File: src/rtl/cache_mem_arbiter_pkg.sv
// cache_mem_arbiter_pkg: shared types and constants for the cache/memory arbiter
package cache_mem_arbiter_pkg;
    typedef enum logic [1:0] {IDLE, ADDR, DATA} state_t;
    typedef struct packed {
        logic        wr;
        logic [1:0]  size;
        logic [3:0]  wstrb;
        logic [31:0] addr;
        logic [31:0] wdata;
    } mem_req_t;
    localparam logic [1:0] MEM_SIZE_BYTE = 2'd0;
    localparam logic [1:0] MEM_SIZE_HALF = 2'd1;
    localparam logic [1:0] MEM_SIZE_WORD = 2'd2;
    localparam logic OWNER_ICACHE = 1'b0;
    localparam logic OWNER_DCACHE = 1'b1;
    function automatic int line_w(input int offset_width);
        return 32 * (2 << offset_width);
    endfunction
endpackage

File: src/rtl/cache_mem_arbiter_if.sv
// cache_mem_arbiter_if: memory-side request/response bus.
// master (arbiter) drives mem_req/wr/size/wstrb/addr/wdata;
// slave (memory bridge) drives mem_addrOK/mem_dataOK/mem_rdata.
interface cache_mem_arbiter_if
    import cache_mem_arbiter_pkg::*;
#(
    parameter int offset_width = 2
) ();
    logic                            mem_req;
    logic                            mem_wr;
    logic [1:0]                      mem_size;
    logic [3:0]                      mem_wstrb;
    logic [31:0]                     mem_addr;
    logic [31:0]                     mem_wdata;
    logic                            mem_addrOK;
    logic                            mem_dataOK;
    logic [line_w(offset_width)-1:0] mem_rdata;
    modport master (
        output mem_req, mem_wr, mem_size, mem_wstrb, mem_addr, mem_wdata,
        input  mem_addrOK, mem_dataOK, mem_rdata
    );
    modport slave (
        input  mem_req, mem_wr, mem_size, mem_wstrb, mem_addr, mem_wdata,
        output mem_addrOK, mem_dataOK, mem_rdata
    );
endinterface

File: src/rtl/cache_mem_arbiter_rr2.sv
// mem_arb_rr2: two-input round-robin picker.
// req_i[0]=Icache, req_i[1]=Dcache; last_grant_i = previous winner;
// grant_o = winner index, valid_o = any request present.
module mem_arb_rr2 (
    input  logic [1:0] req_i,
    input  logic       last_grant_i,
    output logic       grant_o,
    output logic       valid_o
);
    assign valid_o = |req_i;
    assign grant_o = &req_i ? ~last_grant_i : req_i[1];
endmodule

File: src/rtl/cache_mem_arbiter.sv
// cache_mem_arbiter: shares one memory port between Icache refill and Dcache traffic.
// Cache side: icache_*/dcache_* requests in, owner-gated addrOK/dataOK and line data out.
// Memory side: mem (master modport) carries the registered request and the handshake.
// Status: arb_busy (transaction in flight), arb_owner (current/last owner, 1 = Dcache).
module cache_mem_arbiter
    import cache_mem_arbiter_pkg::*;
#(
    parameter int offset_width = 2
) (
    input  logic                            clk,
    input  logic                            rstn,
    input  logic                            icache_mem_req,
    input  logic [31:0]                     addr_icache_mem,
    output logic                            mem_icache_addrOK,
    output logic                            mem_icache_dataOK,
    output logic [line_w(offset_width)-1:0] din_mem_icache,
    input  logic                            dcache_mem_req,
    input  logic                            dcache_mem_wr,
    input  logic [1:0]                      dcache_mem_size,
    input  logic [3:0]                      dcache_mem_wstrb,
    input  logic [31:0]                     addr_dcache_mem,
    input  logic [31:0]                     dout_dcache_mem,
    output logic                            mem_dcache_addrOK,
    output logic                            mem_dcache_dataOK,
    output logic [line_w(offset_width)-1:0] din_mem_dcache,
    cache_mem_arbiter_if.master             mem,
    output logic                            arb_busy,
    output logic                            arb_owner
);
    state_t   state_q, state_d;
    mem_req_t req_q, req_d;
    logic     last_q, last_d;
    logic     grant, valid, take, addr_ok, data_ok;
    mem_arb_rr2 u_rr (
        .req_i        ({dcache_mem_req, icache_mem_req}),
        .last_grant_i (last_q),
        .grant_o      (grant),
        .valid_o      (valid)
    );
    // A new grant may be taken from IDLE or on the closing dataOK of DATA (no bubble).
    assign take = valid && (state_q == IDLE || (state_q == DATA && mem.mem_dataOK));
    always_ff @(posedge clk or negedge rstn) begin
        if (!rstn) begin
            state_q <= IDLE;
            req_q   <= '0;
            last_q  <= OWNER_ICACHE;
        end else begin
            state_q <= state_d;
            req_q   <= req_d;
            last_q  <= last_d;
        end
    end
    always_comb begin
        state_d = state_q;
        case (state_q)
            IDLE:    state_d = valid ? ADDR : IDLE;
            ADDR:    if (mem.mem_addrOK) state_d = mem.mem_dataOK ? IDLE : DATA;
            DATA:    if (mem.mem_dataOK) state_d = valid ? ADDR : IDLE;
            default: state_d = IDLE;
        endcase
    end
    always_comb begin
        req_d  = req_q;
        last_d = last_q;
        if (take) begin
            last_d = grant;
            req_d  = grant ? {dcache_mem_wr, dcache_mem_size, dcache_mem_wstrb, addr_dcache_mem, dout_dcache_mem}
                           : {1'b0, MEM_SIZE_WORD, 4'b0, addr_icache_mem, 32'b0};
        end
    end
    // Responses outside their legal state are dropped, never forwarded.
    always_comb begin
        addr_ok           = mem.mem_addrOK && state_q == ADDR;
        data_ok           = mem.mem_dataOK && (state_q == DATA || addr_ok);
        mem_icache_addrOK = addr_ok && last_q == OWNER_ICACHE;
        mem_dcache_addrOK = addr_ok && last_q == OWNER_DCACHE;
        mem_icache_dataOK = data_ok && last_q == OWNER_ICACHE;
        mem_dcache_dataOK = data_ok && last_q == OWNER_DCACHE;
    end
    assign mem.mem_req   = state_q == ADDR;
    assign mem.mem_wr    = req_q.wr;
    assign mem.mem_size  = req_q.size;
    assign mem.mem_wstrb = req_q.wstrb;
    assign mem.mem_addr  = req_q.addr;
    assign mem.mem_wdata = req_q.wdata;
    assign din_mem_icache = mem.mem_rdata;
    assign din_mem_dcache = mem.mem_rdata;
    assign arb_busy       = state_q != IDLE;
    assign arb_owner      = last_q;
endmodule

File: src/flat_wrapper.sv
// flat-port wrapper written by rule: the top's interface ports become plain ports
module cache_mem_arbiter_flat import cache_mem_arbiter_pkg::*;
#(
    parameter int offset_width = 2
)
  (clk, rstn, icache_mem_req, addr_icache_mem, mem_icache_addrOK, mem_icache_dataOK, din_mem_icache, dcache_mem_req, dcache_mem_wr, dcache_mem_size, dcache_mem_wstrb, addr_dcache_mem, dout_dcache_mem, mem_dcache_addrOK, mem_dcache_dataOK, din_mem_dcache, arb_busy, arb_owner, mem_mem_req, mem_mem_wr, mem_mem_size, mem_mem_wstrb, mem_mem_addr, mem_mem_wdata, mem_mem_addrOK, mem_mem_dataOK, mem_mem_rdata);
  cache_mem_arbiter_if #(.offset_width(offset_width)) mem_i ();
  input  logic clk;
  input  logic rstn;
  input  logic icache_mem_req;
  input  logic [31:0] addr_icache_mem;
  output logic mem_icache_addrOK;
  output logic mem_icache_dataOK;
  output logic [line_w(offset_width)-1:0] din_mem_icache;
  input  logic dcache_mem_req;
  input  logic dcache_mem_wr;
  input  logic [1:0] dcache_mem_size;
  input  logic [3:0] dcache_mem_wstrb;
  input  logic [31:0] addr_dcache_mem;
  input  logic [31:0] dout_dcache_mem;
  output logic mem_dcache_addrOK;
  output logic mem_dcache_dataOK;
  output logic [line_w(offset_width)-1:0] din_mem_dcache;
  output logic arb_busy;
  output logic arb_owner;
  output wire logic [$bits(mem_i.mem_req)-1:0] mem_mem_req;
  output wire logic [$bits(mem_i.mem_wr)-1:0] mem_mem_wr;
  output wire logic [$bits(mem_i.mem_size)-1:0] mem_mem_size;
  output wire logic [$bits(mem_i.mem_wstrb)-1:0] mem_mem_wstrb;
  output wire logic [$bits(mem_i.mem_addr)-1:0] mem_mem_addr;
  output wire logic [$bits(mem_i.mem_wdata)-1:0] mem_mem_wdata;
  input wire logic [$bits(mem_i.mem_addrOK)-1:0] mem_mem_addrOK;
  input wire logic [$bits(mem_i.mem_dataOK)-1:0] mem_mem_dataOK;
  input wire logic [$bits(mem_i.mem_rdata)-1:0] mem_mem_rdata;
  assign mem_mem_req = mem_i.mem_req;
  assign mem_mem_wr = mem_i.mem_wr;
  assign mem_mem_size = mem_i.mem_size;
  assign mem_mem_wstrb = mem_i.mem_wstrb;
  assign mem_mem_addr = mem_i.mem_addr;
  assign mem_mem_wdata = mem_i.mem_wdata;
  assign mem_i.mem_addrOK = mem_mem_addrOK;
  assign mem_i.mem_dataOK = mem_mem_dataOK;
  assign mem_i.mem_rdata = mem_mem_rdata;
  cache_mem_arbiter #(.offset_width(offset_width)) u_core (.clk(clk), .rstn(rstn), .icache_mem_req(icache_mem_req), .addr_icache_mem(addr_icache_mem), .mem_icache_addrOK(mem_icache_addrOK), .mem_icache_dataOK(mem_icache_dataOK), .din_mem_icache(din_mem_icache), .dcache_mem_req(dcache_mem_req), .dcache_mem_wr(dcache_mem_wr), .dcache_mem_size(dcache_mem_size), .dcache_mem_wstrb(dcache_mem_wstrb), .addr_dcache_mem(addr_dcache_mem), .dout_dcache_mem(dout_dcache_mem), .mem_dcache_addrOK(mem_dcache_addrOK), .mem_dcache_dataOK(mem_dcache_dataOK), .din_mem_dcache(din_mem_dcache), .mem(mem_i), .arb_busy(arb_busy), .arb_owner(arb_owner));
endmodule
File: config.mk
export PLATFORM = sky130hd
export DESIGN_NAME = cache_mem_arbiter_flat
export DESIGN_NICKNAME = d
export VERILOG_FILES = /design/src/rtl/cache_mem_arbiter_pkg.sv /design/src/rtl/cache_mem_arbiter_if.sv /design/src/rtl/cache_mem_arbiter_rr2.sv /design/src/rtl/cache_mem_arbiter.sv /design/src/flat_wrapper.sv
export SDC_FILE = /design/constraint.sdc
export NUM_CORES = 1
export LEC_CHECK = 0
export BUFFER_PORTS_ARGS = -buffer_cell sky130_fd_sc_hd__buf_2
export CAP_MARGIN = 20
export CORE_AREA = 8 8 371 373
export DETAILED_ROUTE_END_ITERATION = 8
export DIE_AREA = 0 0 379 381
export SLEW_MARGIN = 10
export SYNTH_ARGS = -nofsm -noshare
export SYNTH_HDL_FRONTEND = slang
export SYNTH_HIERARCHICAL = 1
export SYNTH_SLANG_ARGS = --single-unit
File: constraint.sdc
create_clock -name clk -period 4.7 [get_ports clk]
set_input_delay 0.94 -clock clk [delete_from_list [all_inputs] [get_ports clk]]
set_output_delay 0.94 -clock clk [all_outputs]
set_load 0.005 [all_outputs]
* Word-level counts from Yosys, hierarchy flattened
Cells that the tools add are included.
** Storage, ports and cells
- Word-level logic and storage cells :: 34
- Output and inout port bits :: 590
- Register bits :: 74
- Bits of input ports :: 365
** Operators by class
- Mux-type cells :: 7
- Bitwise operators :: 1
- Reductions and logical operators :: 15
- Eq/ne operators :: 4
** Operators with widths (count)
- $mux 71 :: 1
- $logic_and 1x1->1 :: 8
- $mux 2 :: 3
- $pmux 2 s3 :: 1
- $reduce_and 2->1 :: 2
- $eq 2x1->1 const B :: 1
- $eq 2x2->1 const B :: 1
- $logic_not 2->1 :: 1
- $logic_or 1x1->1 :: 2
- $mux 1 :: 2
- $ne 2x1->1 const B :: 1
- $ne 2x2->1 const B :: 1
- $reduce_bool 2->1 :: 1
- $reduce_or 2->1 :: 1
- $not 1->1 :: 1

* Logic depth before layout (Yosys ltp)
- Depth after elaboration :: 5
- Gate-level depth with buffers :: 7
- Depth with buffers taken out :: 3

* By module
The synthesis kept the hierarchy.
** By module, submodules not included
- cache_mem_arbiter :: area an instance 7494.7 um^2, instances 1, sequential area each 1851.8 um^2, cells each 798
- mem_arb_rr2 :: area an instance 13.8 um^2, instances 1, sequential area each 0.0 um^2, cells each 2

* Worst setup path after synthesis
No wires, ideal clock.
- Path type :: input port to output port
- Start :: input mem_mem_addrOK
- End :: output mem_icache_dataOK
- Data arrival time :: 1.235 ns
- Slack :: 2.525 ns
- Cell stages on the path :: 2
- Cell sequence :: a21oi_1 nor3b_1
** Between the ends
- Longest elaborated chain between the ends :: 4
** Ends and longest elaborated chain
- start, declared :: line flat_wrapper.sv:32 : input wire logic [$bits(mem_i.mem_addrOK)-1:0] mem_mem_addrOK;
- $logic_and 1x1->1 :: line cache_mem_arbiter.sv:73 : addr_ok = mem.mem_addrOK && state_q == ADDR;
- $logic_or 1x1->1 :: line cache_mem_arbiter.sv:74 : data_ok = mem.mem_dataOK && (state_q == DATA || addr_ok);
- $logic_and 1x1->1 :: line cache_mem_arbiter.sv:74
- $logic_and 1x1->1 :: line cache_mem_arbiter.sv:77 : mem_icache_dataOK = data_ok && last_q == OWNER_ICACHE;
- end, declared :: line flat_wrapper.sv:13 : output logic mem_icache_dataOK;
No other way between the ends.

* Final worst setup path
- Start :: register u_core.state_q[0]
- End :: output mem_icache_dataOK
** Between the ends
- Longest elaborated chain between the ends :: 5
- Elaborated cells between the ends (all ways) :: 6
- Those cells by class :: eq/ne (2); reduce/logical (4)
** Ends and longest elaborated chain
- start, declared :: line cache_mem_arbiter.sv:30 : state_t state_q, state_d;
- start signal, assigned :: line cache_mem_arbiter.sv:48 : state_q <= state_d;
- $eq 2x1->1 :: line cache_mem_arbiter.sv:73
- $logic_and 1x1->1 :: line cache_mem_arbiter.sv:73
- $logic_or 1x1->1 * :: line cache_mem_arbiter.sv:74
- $logic_and 1x1->1 * :: line cache_mem_arbiter.sv:74
- $logic_and 1x1->1 * :: line cache_mem_arbiter.sv:77
Mark *: on every way between the ends. The rest lies on a longest branch, timed or not.

==> results.sh <==
export IMPL_holdCritPathClass="reg -> reg"
export IMPL_vias=3706
export IMPL_floorplan_die_area_sq_um=144400
export IMPL_max_cap_violations=0
export IMPL_worst_slew_pin_transition_ps=824.2
export IMPL_synth_nets=1165
export IMPL_highest_count_cells_in_the_layout_ignoring_fill_and_taps="185 x sky130_fd_sc_hd__buf_2, 74 x sky130_fd_sc_hd__dfrtp_1, 40 x sky130_fd_sc_hd__nand2_1"
export IMPL_whs_ps=506.9
export IMPL_syn_inst_count=800
export IMPL_layout_min_cycle_time_ps=2593
export IMPL_synth_top_cell_area_share=0.5169
export IMPL_floorplan_initialDensity=0.05683
export IMPL_setup_violations=0
export IMPL_core_sq_um=132100
export IMPL_detail_route_wl_per_cell_microns=29.71
export IMPL_regToRegSetupSlack_ps=2650
export IMPL_grt_overflow_total=0
export IMPL_grt_total_usage=0.08851
export IMPL_cp_top_family="simple AND/OR/NAND/NOR gates"
export IMPL_timing_rr_start="u_core/arb_owner"
export IMPL_dieHeight_microns=381
export IMPL_max_clock_path_buffers=2
export IMPL_crit_path_max_fanout=5
export IMPL_io_pins=955
export IMPL_gp_congestion=0.6832
export IMPL_clockRootBuffer="sky130_fd_sc_hd__clkbuf_16"
export IMPL_detailedRoute_firstPassIterationCount=6
export IMPL_power_density_nw_per_um2=497.9
export IMPL_finalPower_mw=3.504
export IMPL_crit_cells=4
export IMPL_drt_first_iter_violations=80
export IMPL_worst_setup_path_start_kind="register"
export IMPL_clock_fmax_mhz=385.6
export IMPL_hold_path_startpoint="u_core/mem.mem_addr[4]"
export IMPL_crit_path_end_kind="output pin"
export IMPL_slew_viol_final=0
export IMPL_cts_tree="yes"
export IMPL_numPlacedInstances=2229
export IMPL_status="finished, final reports clean"
export IMPL_final_common_cell="sky130_fd_sc_hd__buf_2"
export IMPL_post_detailed_placement_half_perimeter_wirelength_microns=61960
export IMPL_yosys_warnings=6
export IMPL_die_x_microns=379
export IMPL_netlist_area_sq_um=7508
export IMPL_worst_path_buf_inv=1
export IMPL_cp_arrival_ps=1650
export IMPL_required_ps=3760
export IMPL_critPathKind="reg -> out"
export IMPL_final_setup_tns_ps=0
export IMPL_synth_cell_types=21
export IMPL_wire_length_of_the_first_global_routing_pass_microns=75620
export IMPL_min_period_over_period=0.5518
export IMPL_cpMaxStageDelayCell="sky130_fd_sc_hd__dfrtp_1"
export IMPL_drt_wl_total_microns=66820
export IMPL_tritoncts_num_buffers=9
export IMPL_path_clk_slew_ps=70
export IMPL_fin_nets=837
export IMPL_critical_path_max_stage_delay_ps=420
export IMPL_r2r_cells=4
export IMPL_ys_ff_latch=74
export IMPL_cp_cell_sequence="nor2b_1 > a21oi_1 > nor3b_1 > buf_2"
export IMPL_hold_viol_final=0
export IMPL_peakVddDrop_mv=0.3274
export IMPL_seq_area_frac_synth=0.2466
export IMPL_reg2reg_to="u_core/mem.mem_addr[25]"
export IMPL_post_cts_resized_instances=0
export IMPL_final_design_area_no_fill_sq_um=7038
export IMPL_netlist_top_cells_area="sky130_fd_sc_hd__buf_4 52%, sky130_fd_sc_hd__dfrtp_1 25%, sky130_fd_sc_hd__mux2_4 6.2%, sky130_fd_sc_hd__mux2_2 5.2%, sky130_fd_sc_hd__mux2i_1 5.1%"
export IMPL_drc=0
export IMPL_final_cell_count_no_fill=2249
export IMPL_grt_max_degree=74
export IMPL_static_leakage_power_nw=2.657
export IMPL_post_route_cells_drive_above_1_share=0.5744
export IMPL_timing_hold_worst_endpoint="u_core/mem.mem_addr[4]"
export IMPL_portBuffers=186
export IMPL_route_antenna_remaining_nets=0
export IMPL_placedInstanceArea_sq_um=6694
export IMPL_route_detailed_vias_per_inst=1.648
export IMPL_clkLatencyLatePin_ps=390
export IMPL_postCtsSetupRepairBufs=0
export IMPL_antenna_violations_before_repair=27
export IMPL_number_of_global_route_vias_before_repair=4034
export IMPL_quantity_of_hold_fixing_buffers_added_after_cts=0
export IMPL_grt_setup_unrepaired="no"
export IMPL_netlist_top_cell_by_area="sky130_fd_sc_hd__buf_4"
export IMPL_fillerInstances=15740
export IMPL_clock_tree_htree_level_count=3
export IMPL_fp_row_count=134
export IMPL_hold_path_cell_count=1
export IMPL_postSynthAreaPerCell_sq_um=9.386
export IMPL_area_growth_syn_to_layout_pct=-6.266
export IMPL_clock_sink_count=74
export IMPL_clock_skew_final_ps=12.20
export IMPL_slew_headroom=0.4505
cells in the mapped netlist:
cell type,n
sky130_fd_sc_hd__nor2b_1,3
sky130_fd_sc_hd__clkbuf_1,2
sky130_fd_sc_hd__dfrtp_1,74
sky130_fd_sc_hd__a21oi_1,1
sky130_fd_sc_hd__buf_12,4
sky130_fd_sc_hd__a21boi_1,1
sky130_fd_sc_hd__mux2_2,35
sky130_fd_sc_hd__buf_6,5
sky130_fd_sc_hd__inv_1,39
sky130_fd_sc_hd__and3_1,1
sky130_fd_sc_hd__nand2_1,40
sky130_fd_sc_hd__a21o_1,1
sky130_fd_sc_hd__or2_2,1
sky130_fd_sc_hd__mux2i_1,38
sky130_fd_sc_hd__nor2_1,3
sky130_fd_sc_hd__mux2_4,31
sky130_fd_sc_hd__nor3b_1,1
sky130_fd_sc_hd__buf_4,517
sky130_fd_sc_hd__nand2b_1,1
sky130_fd_sc_hd__nor3b_2,1
sky130_fd_sc_hd__or2_1,1
where the power goes:
group / internal (mW) / switching (mW) / leakage (nW)
registers: 0.950 / 0.193 / 0.919
clock network: 0.486 / 0.351 / 0.164
logic: 0.718 / 0.805 / 1.57
total: 2.15 / 1.35 / 2.66
registers in the layout, indices dropped and copies added (netlist names):
name,flops
u_core/mem.mem_wr,1
u_core/mem.mem_wdata,32
u_core/state_q,2
u_core/mem.mem_wstrb,4
u_core/mem.mem_size,2
u_core/mem.mem_addr,32
u_core/arb_owner,1
worst reg2reg max path, delay by kind of cell, from the launching register on:
kind / cells / cell delay [ps]
muxes: 2 / 840
AOI/OAI and AO/OA: 1 / 240
DFF: 1 / 540
buffers and inverters: 1 / 300
layer usage:
metal / wire length [microns] / track usage
met1: 13020 / 0.05063
met2: 28560 / 0.1324
met3: 23430 / 0.1467
met4: 1681 / 0.02293
met5: 130 / 0
logic make-up after synthesis:
family                 Yosys count  synth area share
AO/OA/AOI/OAI                    3          0.002666
multiplexers                   104            0.1651
flip-flops                      74            0.2466
AND/OR/NAND/NOR                 52           0.03000
buffers and inverters          567            0.5556
worst max path at each step:
stage	end	start	slack [ps]
2_1_floorplan	mem_icache_dataOK	mem_mem_addrOK	2520
3_3_place_gp	u_core/mem.mem_addr[15]	icache_mem_req	2010
3_5_place_dp	u_core/mem.mem_addr[16]	icache_mem_req	2000
4_1_cts	mem_dcache_dataOK	u_core/state_q[0]	2030
5_1_grt	mem_dcache_dataOK	u_core/state_q[0]	1900
6_report	mem_icache_dataOK	u_core/state_q[0]	2110
layout make-up:
| class | instances | area, sq um | share of cell area |
|---|---|---|---|
| clock buffers | 10 | 239.0 | 0.03396 |
| clock inverters | 6 | 95.09 | 0.01351 |
| inverters | 39 | 146.4 | 0.02080 |
| diodes | 4 | 10.01 | 0.001422 |
| repair buffers | 189 | 980.9 | 0.1394 |
| multi-input cells | 159 | 1503 | 0.2135 |
| well taps | 1768 | 2212 | 0.3143 |
| flip-flops and latches | 74 | 1852 | 0.2631 |
stage by stage:
step                      setup WS (ps)  utilization
after floorplan                    2525            -
after global placement             2010      0.05067
after detailed placement           2004      0.05067
after CTS                          2028      0.05320
after global routing               1895      0.05321
final                              2107      0.05327
(Power assumes the default switching activity.)
